### config.mk
export PLATFORM = sky130hd
export DESIGN_NAME = fp_sum_result_buffer_flat
export DESIGN_NICKNAME = d
export VERILOG_FILES = /design/src/rtl/fp_sum_result_buffer_if.sv /design/src/rtl/fp_sum_result_buffer.sv /design/src/flat_wrapper.sv
export SDC_FILE = /design/constraint.sdc
export NUM_CORES = 1
export LEC_CHECK = 0
export CORE_UTILIZATION = 35
export CTS_CLUSTER_SIZE = 14
export DETAILED_ROUTE_END_ITERATION = 6
export HOLD_SLACK_MARGIN = 0.08
export PLACE_DENSITY = 0.57
export SLEW_MARGIN = 10
export SYNTH_ARGS = -nofsm -noshare
export SYNTH_HDL_FRONTEND = slang
export SYNTH_SLANG_ARGS = --single-unit
### constraint.sdc
create_clock -name clk_i -period 6.7 [get_ports clk_i]
set_input_delay 0.67 -clock clk_i [delete_from_list [all_inputs] [get_ports clk_i]]
set_output_delay 0.67 -clock clk_i [all_outputs]
set_load 0.03 [all_outputs]
### src/rtl/fp_sum_result_buffer_if.sv
// ----------------------------------------------------------------------------
// fp_sum_result_buffer_if
// Stream bundle for the FP summator result buffer.
//   s_valid / s_ready / a / b          : operand-pair stream into the buffer
//   m_valid / m_ready / m_answer / m_status : result stream out of the buffer
// Modports:
//   slave  : the buffer's view (accepts operands, presents results)
//   master : the producer/consumer view (drives operands, drains results)
// ----------------------------------------------------------------------------
interface fp_sum_result_buffer_if;
    logic        s_valid;
    logic        s_ready;
    logic [31:0] a;
    logic [31:0] b;
    logic        m_valid;
    logic        m_ready;
    logic [31:0] m_answer;
    logic [1:0]  m_status;

    modport slave (
        input  s_valid, a, b, m_ready,
        output s_ready, m_valid, m_answer, m_status
    );

    modport master (
        output s_valid, a, b, m_ready,
        input  s_ready, m_valid, m_answer, m_status
    );
endinterface

### src/rtl/fp_sum_result_buffer.sv
// ----------------------------------------------------------------------------
// fp_sum_result_buffer
// Stream adapter and result buffer around a non-stalling pipelined FP
// summator. Operand pairs pass straight through to the summator; a valid
// pipe matched to the summator latency marks the cycle each answer arrives,
// and every answer/status pair is captured into a first-word-fall-through
// FIFO. Admission is credit based so a capture always finds a free slot.
// Ports:
//   clk_i, rst_i        : clock (rising edge), asynchronous active-low reset
//   bus (slave)         : operand stream in, result stream out
//   sum_a_o, sum_b_o    : operands to the summator (combinational copy)
//   sum_vld_o           : issue strobe to the summator
//   sum_answer_i        : summator answer, valid LATENCY cycles after issue
//   sum_status_i        : summator status, alongside the answer
//   level_o             : entries currently held in the FIFO
//   inflight_o          : operations issued and not yet captured
//   ovf_o               : sticky, capture attempted into a full FIFO
// ----------------------------------------------------------------------------
module fp_sum_result_buffer #(
    parameter int LATENCY = 4,
    parameter int DEPTH   = 8
) (
    input  logic                       clk_i,
    input  logic                       rst_i,
    fp_sum_result_buffer_if.slave      bus,
    output logic [31:0]                sum_a_o,
    output logic [31:0]                sum_b_o,
    output logic                       sum_vld_o,
    input  logic [31:0]                sum_answer_i,
    input  logic [1:0]                 sum_status_i,
    output logic [$clog2(DEPTH):0]     level_o,
    output logic [$clog2(LATENCY):0]   inflight_o,
    output logic                       ovf_o
);
    localparam int AW = $clog2(DEPTH);
    localparam int LW = AW + 1;
    localparam int IW = $clog2(LATENCY) + 1;
    localparam int SW = ((LW > IW) ? LW : IW) + 1;

    localparam logic [AW:0]   PTR_ONE = 1;
    localparam logic [IW-1:0] INF_ONE = 1;

    logic [LATENCY-1:0] vld_p;
    logic [IW-1:0]      inflight;
    logic [AW:0]        wr_ptr;
    logic [AW:0]        rd_ptr;
    logic [LW-1:0]      level;
    logic [33:0]        mem [DEPTH];
    logic [33:0]        head;
    logic [SW-1:0]      credit;
    logic               issue;
    logic               capture;
    logic               pop;
    logic               full;
    logic               wr_en;
    logic               ovf;

    // Issue: operands and strobe pass straight through to the summator
    // Credit counts both stored and in-flight results, so admission only
    // looks at registered state and never at s_valid or m_ready.
    assign level         = wr_ptr - rd_ptr;
    assign full          = (level == LW'(DEPTH));
    assign credit        = SW'(level) + SW'(inflight);
    assign bus.s_ready   = rst_i & (credit < SW'(DEPTH));
    assign issue         = bus.s_valid & bus.s_ready;
    assign sum_a_o       = bus.a;
    assign sum_b_o       = bus.b;
    assign sum_vld_o     = issue;

    // Valid pipe: last tap marks the summator answer as valid this cycle
    assign capture = vld_p[LATENCY-1];

    always_ff @(posedge clk_i or negedge rst_i) begin
        if (!rst_i) begin
            vld_p <= '0;
        end else begin
            vld_p <= (vld_p << 1) | LATENCY'(issue);
        end
    end

    always_ff @(posedge clk_i or negedge rst_i) begin
        if (!rst_i) begin
            inflight <= '0;
        end else begin
            case ({issue, capture})
                2'b10:   inflight <= inflight + INF_ONE;
                2'b01:   inflight <= inflight - INF_ONE;
                default: inflight <= inflight;
            endcase
        end
    end

    // Result FIFO: capture at the edge after the last pipe tap
    // A pop in the same cycle frees the head slot, so writing into a full
    // FIFO is safe then; otherwise the write is dropped and flagged.
    assign bus.m_valid = (level != '0);
    assign pop         = bus.m_valid & bus.m_ready;
    assign wr_en       = capture & (~full | pop);

    always_ff @(posedge clk_i) begin
        if (wr_en) begin
            mem[wr_ptr[AW-1:0]] <= {sum_status_i, sum_answer_i};
        end
    end

    always_ff @(posedge clk_i or negedge rst_i) begin
        if (!rst_i) begin
            wr_ptr <= '0;
            rd_ptr <= '0;
            ovf    <= 1'b0;
        end else begin
            if (wr_en) begin
                wr_ptr <= wr_ptr + PTR_ONE;
            end
            if (pop) begin
                rd_ptr <= rd_ptr + PTR_ONE;
            end
            if (capture & full & ~pop) begin
                ovf <= 1'b1;
            end
        end
    end

    // Head read is combinational from storage and forced to zero when empty
    assign head         = mem[rd_ptr[AW-1:0]];
    assign bus.m_answer = bus.m_valid ? head[31:0]  : 32'd0;
    assign bus.m_status = bus.m_valid ? head[33:32] : 2'd0;

    assign level_o    = level;
    assign inflight_o = inflight;
    assign ovf_o      = ovf;
endmodule

### src/flat_wrapper.sv
// flat-port wrapper written by rule: the top's interface ports become plain ports
module fp_sum_result_buffer_flat 
#(
    parameter int LATENCY = 4,
    parameter int DEPTH   = 8
)
  (clk_i, rst_i, sum_a_o, sum_b_o, sum_vld_o, sum_answer_i, sum_status_i, level_o, inflight_o, ovf_o, bus_s_valid, bus_a, bus_b, bus_m_ready, bus_s_ready, bus_m_valid, bus_m_answer, bus_m_status);
  fp_sum_result_buffer_if bus_i ();
  input  logic clk_i;
  input  logic rst_i;
  output logic [31:0] sum_a_o;
  output logic [31:0] sum_b_o;
  output logic sum_vld_o;
  input  logic [31:0] sum_answer_i;
  input  logic [1:0] sum_status_i;
  output logic [$clog2(DEPTH):0] level_o;
  output logic [$clog2(LATENCY):0] inflight_o;
  output logic ovf_o;
  input wire logic [$bits(bus_i.s_valid)-1:0] bus_s_valid;
  input wire logic [$bits(bus_i.a)-1:0] bus_a;
  input wire logic [$bits(bus_i.b)-1:0] bus_b;
  input wire logic [$bits(bus_i.m_ready)-1:0] bus_m_ready;
  output wire logic [$bits(bus_i.s_ready)-1:0] bus_s_ready;
  output wire logic [$bits(bus_i.m_valid)-1:0] bus_m_valid;
  output wire logic [$bits(bus_i.m_answer)-1:0] bus_m_answer;
  output wire logic [$bits(bus_i.m_status)-1:0] bus_m_status;
  assign bus_i.s_valid = bus_s_valid;
  assign bus_i.a = bus_a;
  assign bus_i.b = bus_b;
  assign bus_i.m_ready = bus_m_ready;
  assign bus_s_ready = bus_i.s_ready;
  assign bus_m_valid = bus_i.m_valid;
  assign bus_m_answer = bus_i.m_answer;
  assign bus_m_status = bus_i.m_status;
  fp_sum_result_buffer #(.LATENCY(LATENCY), .DEPTH(DEPTH)) u_core (.clk_i(clk_i), .rst_i(rst_i), .bus(bus_i), .sum_a_o(sum_a_o), .sum_b_o(sum_b_o), .sum_vld_o(sum_vld_o), .sum_answer_i(sum_answer_i), .sum_status_i(sum_status_i), .level_o(level_o), .inflight_o(inflight_o), .ovf_o(ovf_o));
endmodule
# Word-level counts from Yosys, hierarchy flattened
# Memories as Yosys holds them, arrays and structs flattened.
# Cells that the tools add are included.
# Widths: inputs -> output; s select.
# word_totals
register_bits	16
ramBits	272
input_bits	102
output_inout_bits	109
elab_cells	33
n_memories	1
# memory_table
name	words	word_bits	read_ports	rd_ports_with_merged_regs	wr	line_no	text
u_core.mem	8	34	1	0	1	fp_sum_result_buffer.sv:48	logic [33:0] mem [DEPTH];
# op_classes
n_addsub	6
n_lt_le_gt_ge	1
n_eq_ne	3
mux	5
bitwise_logic	10
n_reduce_logical	2
# op_table
operator	n
$mux 32	1
$add 4x1->4 const B	2
$and 1x1->1	6
$pmux 3 s2	1
$add 4x3->5	1
$lt 5x4->1 const B	1
$eq 4x4->1 const B	1
$or 4x1->4	1
$reduce_bool 4->1	1
$sub 4x4->4	1
$add 3x1->3 const B	1
$sub 3x1->3 const B	1
$eq 2x1->1 const B	1
$eq 2x2->1 const B	1
$mux 1	2
$mux 2	1
$not 1->1	2
$reduce_bool 2->1	1
$or 1x1->1	1

# Depth between registers and ports, before layout
# Gate-level depths: netlist (run 1).
# depth
word_depth	7
depth_mapped	15
ltp_nobuf	14

# Least setup slack after synthesis (run 1)
# No wires, ideal clock.
# synth_timing
path_kind	flip-flop to flip-flop
from	register u_core.rd_ptr[2]
to	memory u_core.mem[0][0], enable pin
setup_time_ns	0.468
arrival_time_ns	4.922
required_ns	6.232
slack_ns	1.311
stages_incl_launch_ff	10
path_buffers	3
synth_period_minus_slack_ns	5.389
cell_sequence	dfrtp_1 -> clkbuf_1 -> clkinv_1 -> clkbuf_1 -> ha_1 -> xor2_1 -> nor3_1 -> o21a_1 -> buf_6 -> nor3_1
# synth_between
elab_chain_len	7
elab_cells_between_ends	9
classes_between	1 x add/sub; 1 x eq/ne; 2 x mux; 4 x bitwise; 1 x reduce/logical
# synth_lines
element	line_no	text
from (decl)	fp_sum_result_buffer.sv:46	logic [AW:0] rd_ptr;
from (signal assigned)	fp_sum_result_buffer.sv:116	rd_ptr <= rd_ptr + PTR_ONE;
$sub 4x4->4 (*)	fp_sum_result_buffer.sv:61	assign level = wr_ptr - rd_ptr;
via level_o[2]	flat_wrapper.sv:16	output logic [$clog2(DEPTH):0] level_o;
$reduce_bool 4->1 / $eq 4x4->1 (equally long branches)	fp_sum_result_buffer.sv:96, fp_sum_result_buffer.sv:62	
$and 1x1->1 / $not 1->1 (equally long branches)	fp_sum_result_buffer.sv:97, fp_sum_result_buffer.sv:98	
$or 1x1->1 (*)	fp_sum_result_buffer.sv:98	assign wr_en = capture & (~full | pop);
$and 1x1->1 (*)	fp_sum_result_buffer.sv:98	
$mux 1 (*)	fp_sum_result_buffer.sv:101	if (wr_en) begin
$mux 1 (implied by the code) (*)	fp_sum_result_buffer.sv:102	mem[wr_ptr[AW-1:0]] <= {sum_status_i, sum_answer_i};
to (decl)	fp_sum_result_buffer.sv:48	
# The timed path passes the listed nets; every way through them passes the cells marked *.

# Worst setup path after layout (run 1)
# layout_timing
from	register u_core.rd_ptr[0]
to	output bus_m_answer[8]
# layout_between
elab_chain_len	3
elab_cells_between_ends	4
classes_between	1 x add/sub; 1 x mux; 1 x reduce/logical; 1 x memory
# layout_lines
element	line_no	text
$sub 4x4->4	fp_sum_result_buffer.sv:61	
$reduce_bool 4->1	fp_sum_result_buffer.sv:96	assign bus.m_valid = (level != '0);
$mux 32 (*)	fp_sum_result_buffer.sv:126	assign bus.m_answer = bus.m_valid ? head[31:0] : 32'd0;
to (decl)	flat_wrapper.sv:25	output wire logic [$bits(bus_i.m_answer)-1:0] bus_m_answer;
# Mark *: on every way between the ends. The rest lies on a longest branch, timed or not.

==> results of run 1 <==
-- cells in the mapped netlist (4+ instances only) --
library cell / instances
a21oi_1: 25
a21oi_2: 11
buf_2: 10
buf_4: 64
buf_6: 5
clkbuf_1: 15
dfrtp_1: 16
edfxtp_1: 272
ha_1: 8
inv_1: 9
mux4_2: 68
nand2_1: 73
nor3_1: 7
xnor2_1: 4
xor2_1: 5
-- flip-flops by register name, indices dropped and copies added, names as in the netlist --
register,flops
u_core.mem,272
u_core.rd_ptr,4
u_core.vld_p,4
u_core.wr_ptr,4
u_core.inflight_o,3
u_core.ovf_o,1
-- layout make-up --
type | instances | area share [%]
Multi-Input combinational cell | 245 | 19.3
Clock inverter | 20 | 2.08
Timing Repair Buffer | 95 | 6.64
Inverter | 10 | 0.271
Tap cell | 448 | 4.05
Sequential cell | 288 | 62.0
Clock buffer | 35 | 5.63
-- worst paths after layout --
path | depth (start not counted) | end | slack, ps
worst min register to register | 0 | u_core.vld_p[3]$_DFF_PN0_ | 360
worst min-delay path | 0 | u_core.vld_p[3]$_DFF_PN0_ | 360
min in group asynchronous | 1 | u_core.rd_ptr[1]$_DFFE_PN0P_ | 600
max in group asynchronous | 1 | u_core.rd_ptr[0]$_DFFE_PN0P_ | 5490
worst max register to register | 8 | u_core.mem[5][1]$_DFFE_PP_ | 2770
worst max-delay path | 9 | bus_m_answer[8] | 1510
-- cells by family after synthesis --
logic type      Yosys count  share of synthesized area [%]
flops                   288                           72.1
simple gates            106                           4.24
buf+inv                 105                           5.76
mux                      71                           13.2
compound gates           49                           2.90
fa+ha+maj                10                           1.18
xor+xnor                  9                          0.663
-- report_power, final --
| group | switching (W) | internal [W] | leakage, nW |
|---|---|---|---|
| Sequential | 0.000135 | 0.00209 | 2.64 |
| Combinational | 0.00163 | 0.00116 | 1.30 |
| Clock | 0.000692 | 0.00107 | 0.525 |
-- metal layers --
layer  wire (um)  vias up
met5          13        -
met2       13000      158
met3        1730      122
li1            -     2494
met4        1580        2
met1       10700     3051
-- cell usage in the layout (no fill, tap or decap), types with 2 or more instances in the layout --
master,count
bufinv_16,6
mux4_2,68
nand2_1,73
clkbuf_16,30
nand2b_1,3
o21ai_0,2
ha_1,8
clkinv_4,3
nand3b_1,3
a21oi_1,25
nor3_2,4
edfxtp_1,272
xor2_1,5
clkbuf_1,4
nor2_1,2
clkinv_1,3
clkdlybuf4s50_1,82
inv_1,9
fa_1,2
dfrtp_4,2
nor3b_4,3
nand4_1,3
xnor2_1,4
dfrtp_1,13
and3_1,2
o211ai_1,2
mux2_2,2
a21oi_2,11
o221ai_1,2
buf_4,13
nand3_1,2
nor3_1,3
and4_1,2
clkinv_2,7
-- stage by stage --
| step | cells | power (W) |
|---|---|---|
| finish | 1141 | 0.00678 |
| global route | 1141 | 0.00712 |
| CTS | 1141 | 0.00689 |
| detailed placement | 1086 | 0.00510 |
| global placement | 1086 | 0.00508 |
| floorplan | 638 | 0.00416 |
==> results.yml, run 1 <==
status:
  status: "completed"
critical_path:
  worstSetupStartpoint: "u_core.rd_ptr[0]$_DFFE_PN0P_"
  reg2reg_from: "u_core.rd_ptr[0]$_DFFE_PN0P_"
  max_stage_delay_ps: 930
  cp-end-kind: "output port"
  startpoint_type: "flop"
  worst-path-max-fanout: 38
  worstPathRequired_ps: 6030
  cpMaxStageDelayCell: "dfrtp_4"
  cp_top_family: "buffers and inverters"
  cp_num_buf_inv: 3
  cp.arrival_ps: 4520
  crit_type: "reg -> out"
  crit_chain: "ha_1 -> inv_1 -> fa_1 -> nand2b_1 -> or2_1 -> nor3_4 -> buf_4 -> a21oi_1 -> clkdlybuf4s50_1"
timing:
  skew_ps: 53.6
  finalSetupViolations: 0
  maxSlewViolCount: 0
  post-route-period-util_pct: 77.4
  tns_ps: 0
  rsz0062_at_grt: "false"
  fin_crit_ps: 5190
  slew_headroom_pct: 27.9
  finalHoldViolCount: 0
  max_freq_ghz: 0.193
  worst_slew_pin_slew_ps: 1080
  worst_slack_ps: 1510
  hold_ws_ps: 357
layout:
  multi_input_area_sq_um: 2680
  utilization_pct: 41.4
  fill_cells: 2965
  area.growth.synth_to_final_pct: 16.4
  regArea_sq_um: 8580
  postLayoutCellArea_sq_um: 13800
  nets: 782
  antenna_cells: 0
  layout-drive-gt1-share_pct: 23.1
route:
  antenna_left: 0
  vias_per_cell: 5.11
  vias: 5827
  drtIter0Drc: 433
  drt-pass1-iter-count: 4
  routedWlPerCell_um: 23.8
  drc: 0
  finalWirelength_um: 27100
floorplan:
  num_rows: 67
  coreArea_sq_um: 33400
  die_w_um: 186
  io_pins: 211
  die_y_um: 186
  initial_utilization_pct: 35.5
  dieArea_sq_um: 34700
yosys:
  synth_warnings: 0
  synthCells: 638
  ys_seq_elements: 288
  synth_cell_types: 43
  synth_area_per_cell_sq_um: 18.6
  synth_nets: 750
  synth_edf_count: 272
  synth_top_area_cell: "edfxtp_1"
  async_reset_ff_share_pct: 5.56
  synth_top_area_share_pct: 68.7
  seq_area_frac_synth_pct: 72.1
  synth_area_leaders: "edfxtp_1 (69%), mux4_2 (13%), buf_4 (4.0%)"
  synth_ff_type: "edfxtp_1"
  synth_area_sq_um: 11900
clocking:
  htree_num_levels: 1
  cts.path.max_buffers: 3
  cts_sinks: 288
  cts_resized: 0
  clk_pin_slew_ps: 60
  clock_latency_ps: 590
  cts-hold-fix-buffers: 0
  cts-root-buf: "clkbuf_16"
  cts_tree: "yes"
  post_cts_buffers: 0
  cts_buffers: 30
job:
  drv_cap: 0
global_route:
  grt_max_degree: 73
  grtUsageMet3_pct: 3.06
  use_met1_pct: 19.7
  gr-total-overflow: 0
  grt_pass1_wl_um: 39900
  gr-usage-met2_pct: 26.6
  grtUsageTotal_pct: 16.0
  grt.busiest_layer: "met2"
  grt_antenna_before_repair: 2
  grt_pass1_vias: 6286
placed_design:
  portBuffers: 82
  place.gp.congestion: 0.713
  dp_hpwl_um: 15100
  post-place-ws_ps: 1970
  dpl_cell_area_sq_um: 12800
worst_hold_path:
  hp-start: "u_core.vld_p[2]$_DFF_PN0_"
  hold_class: "reg -> reg"
power_and_ir_drop:
  powerDensity_nw_per_um2: 490
  leakage_nw: 4.47
  peakVddDrop_mv: 0.304
(Power assumes the default switching activity.)
==> run 2: changes to the inputs <==
==> constraint.sdc (replaced) <==
create_clock -name clk_i -period 4.9 [get_ports clk_i]
set_input_delay 0.49 -clock clk_i [delete_from_list [all_inputs] [get_ports clk_i]]
set_output_delay 0.49 -clock clk_i [all_outputs]
set_load 0.03 [all_outputs]
==> results.yml, run 2 (synthesized netlist as in run 1, its figures left out) <==
timing:
  post-route-period-util_pct: 82.5
  maxSlewViolCount: 0
  fin_crit_ps: 4040
  slew_headroom_pct: 27.7
  worst_slack_ps: 855
  max_freq_ghz: 0.247
  finalHoldViolCount: 0
  worst_slew_pin_slew_ps: 1080
  rsz0062_at_grt: "false"
  skew_ps: 49.6
  tns_ps: 0
  finalSetupViolations: 0
power_and_ir_drop:
  comb_power_share_pct: 43.8
  p_int_w: 0.00574
  p_sw_w: 0.00338
  p_clk_share_pct: 23.8
  leakage_nw: 4.49
  finalPower_w: 0.00912
  seqPwrFrac_pct: 32.3
  peakVddDrop_mv: 0.499
  swShare_pct: 37.1
  powerDensity_nw_per_um2: 664
clocking:
  cts_sinks: 288
  cts.path.max_buffers: 3
  cts_resized: 0
  htree_num_levels: 1
  cts_buffers: 30
  clk_pin_slew_ps: 60
  post_cts_buffers: 0
  cts-root-buf: "clkbuf_16"
  cts-hold-fix-buffers: 0
  cts_tree: "yes"
  clock_latency_ps: 580
floorplan:
  coreArea_sq_um: 33400
  num_rows: 67
  initial_utilization_pct: 35.5
  dieArea_sq_um: 34700
  die_y_um: 186
  die_w_um: 186
  io_pins: 211
route:
  vias: 5860
  finalWirelength_um: 27200
  antenna_left: 0
  drt-pass1-iter-count: 5
  routedWlPerCell_um: 23.8
  drtIter0Drc: 356
  vias_per_cell: 5.13
  drc: 0
job:
  drv_cap: 0
layout:
  largest_register_ffs: 272
  final_cell_mix: "edfxtp_1 (272), nand2_1 (73), mux4_2 (68)"
  regArea_sq_um: 8580
  antenna_cells: 0
  utilization_pct: 41.1
  layout-drive-gt1-share_pct: 27.5
  fill_cells: 2929
  multi_input_area_sq_um: 2680
  stdcell_count: 1142
  area.growth.synth_to_final_pct: 15.6
  nets: 784
  final_common_cell: "edfxtp_1"
worst_hold_path:
  hold_class: "reg -> reg"
global_route:
  grt_pass1_vias: 6215
  gr-total-overflow: 0
  grt_max_degree: 73
  grtUsageTotal_pct: 15.9
  grt_antenna_before_repair: 2
  grt_pass1_wl_um: 39800
placed_design:
  portBuffers: 82
  place.gp.congestion: 0.786
  post-place-ws_ps: 1400
  dp_hpwl_um: 16100
  placed_cells: 1088
critical_path:
  worst-path-max-fanout: 24
  crit_type: "reg -> out"
  startpoint_type: "flop"
  cp.arrival_ps: 3550
  worstPathRequired_ps: 4410
  cp-end-kind: "output port"
  r2r_slack_ps: 1530
status:
  status: "completed"
## run 2: cell count changes in the layout (fill, tap and decap cells not counted)
cell             before  now
clkinvlp_4            0    1
clkbuf_1              4    7
clkbuf_8              1    2
buf_12                0    8
clkdlybuf4s50_1      82   44
clkinv_2              7    3
bufinv_16             6    2
buf_4                13   45
clkinv_4              3    0
clkinv_1              3    8
## run 2: worst max-delay path, stage by stage (launching register included)
cell      delay [ps]
dfrtp_1          450
inv_1            140
ha_1             200
inv_1             60
fa_1             480
nand2b_1         200
or2_1            340
nor3_4           560
buf_12           270
a21oi_1           90
buf_4            180
## run 2: power by group through the flow
| stage | sequential, W | combinational (W) | clock (W) |
|---|---|---|---|
| final | 0.00295 | 0.00400 | 0.00217 |
| after global routing | 0.00297 | 0.00430 | 0.00232 |
| after CTS | 0.00295 | 0.00410 | 0.00224 |
| after detailed placement | 0.00300 | 0.00408 | 0 |
| after global placement | 0.00299 | 0.00405 | 0 |
| after floorplan | 0.00299 | 0.00270 | 0 |
## run 2: area by class of cell
class                           count  area share (%)
Timing Repair Buffer               97            6.83
Inverter                           10           0.273
Sequential cell                   288            62.4
Clock inverter                     15            1.07
Tap cell                          448            4.08
Clock buffer                       39            5.85
Multi-Input combinational cell    245            19.5
## run 2: final timing paths
path / depth (start not counted) / endpoint / start
worst max register to register: 10 / u_core.mem[0][22]$_DFFE_PP_ / u_core.wr_ptr[0]$_DFFE_PN0P_
worst min-delay path: 0 / u_core.vld_p[2]$_DFF_PN0_ / u_core.vld_p[1]$_DFF_PN0_
worst max-delay path: 10 / bus_m_answer[25] / u_core.wr_ptr[0]$_DFFE_PN0P_
min in group asynchronous: 1 / u_core.rd_ptr[0]$_DFFE_PN0P_ / rst_i
max in group asynchronous: 1 / u_core.rd_ptr[1]$_DFFE_PN0P_ / rst_i
worst min register to register: 0 / u_core.vld_p[2]$_DFF_PN0_ / u_core.vld_p[1]$_DFF_PN0_
## run 2: per-stage QoR
step           instance area [sq um]  hold WS (ps)
2_1_floorplan                  11900           194
4_1_cts                        13700           354
3_5_place_dp                   12800           342
3_3_place_gp                   12800           339
6_report                       13700           351
5_1_grt                        13700           365
## run 2: per-layer routing
metal  vias to the layer above  wire length, um  track usage [%]
li1                       2497                -                -
met1                      3036            10600             19.6
met2                       204            13100             26.3
met3                       119             1850             3.10
met4                         4             1550             9.28
met5                         -               30                0
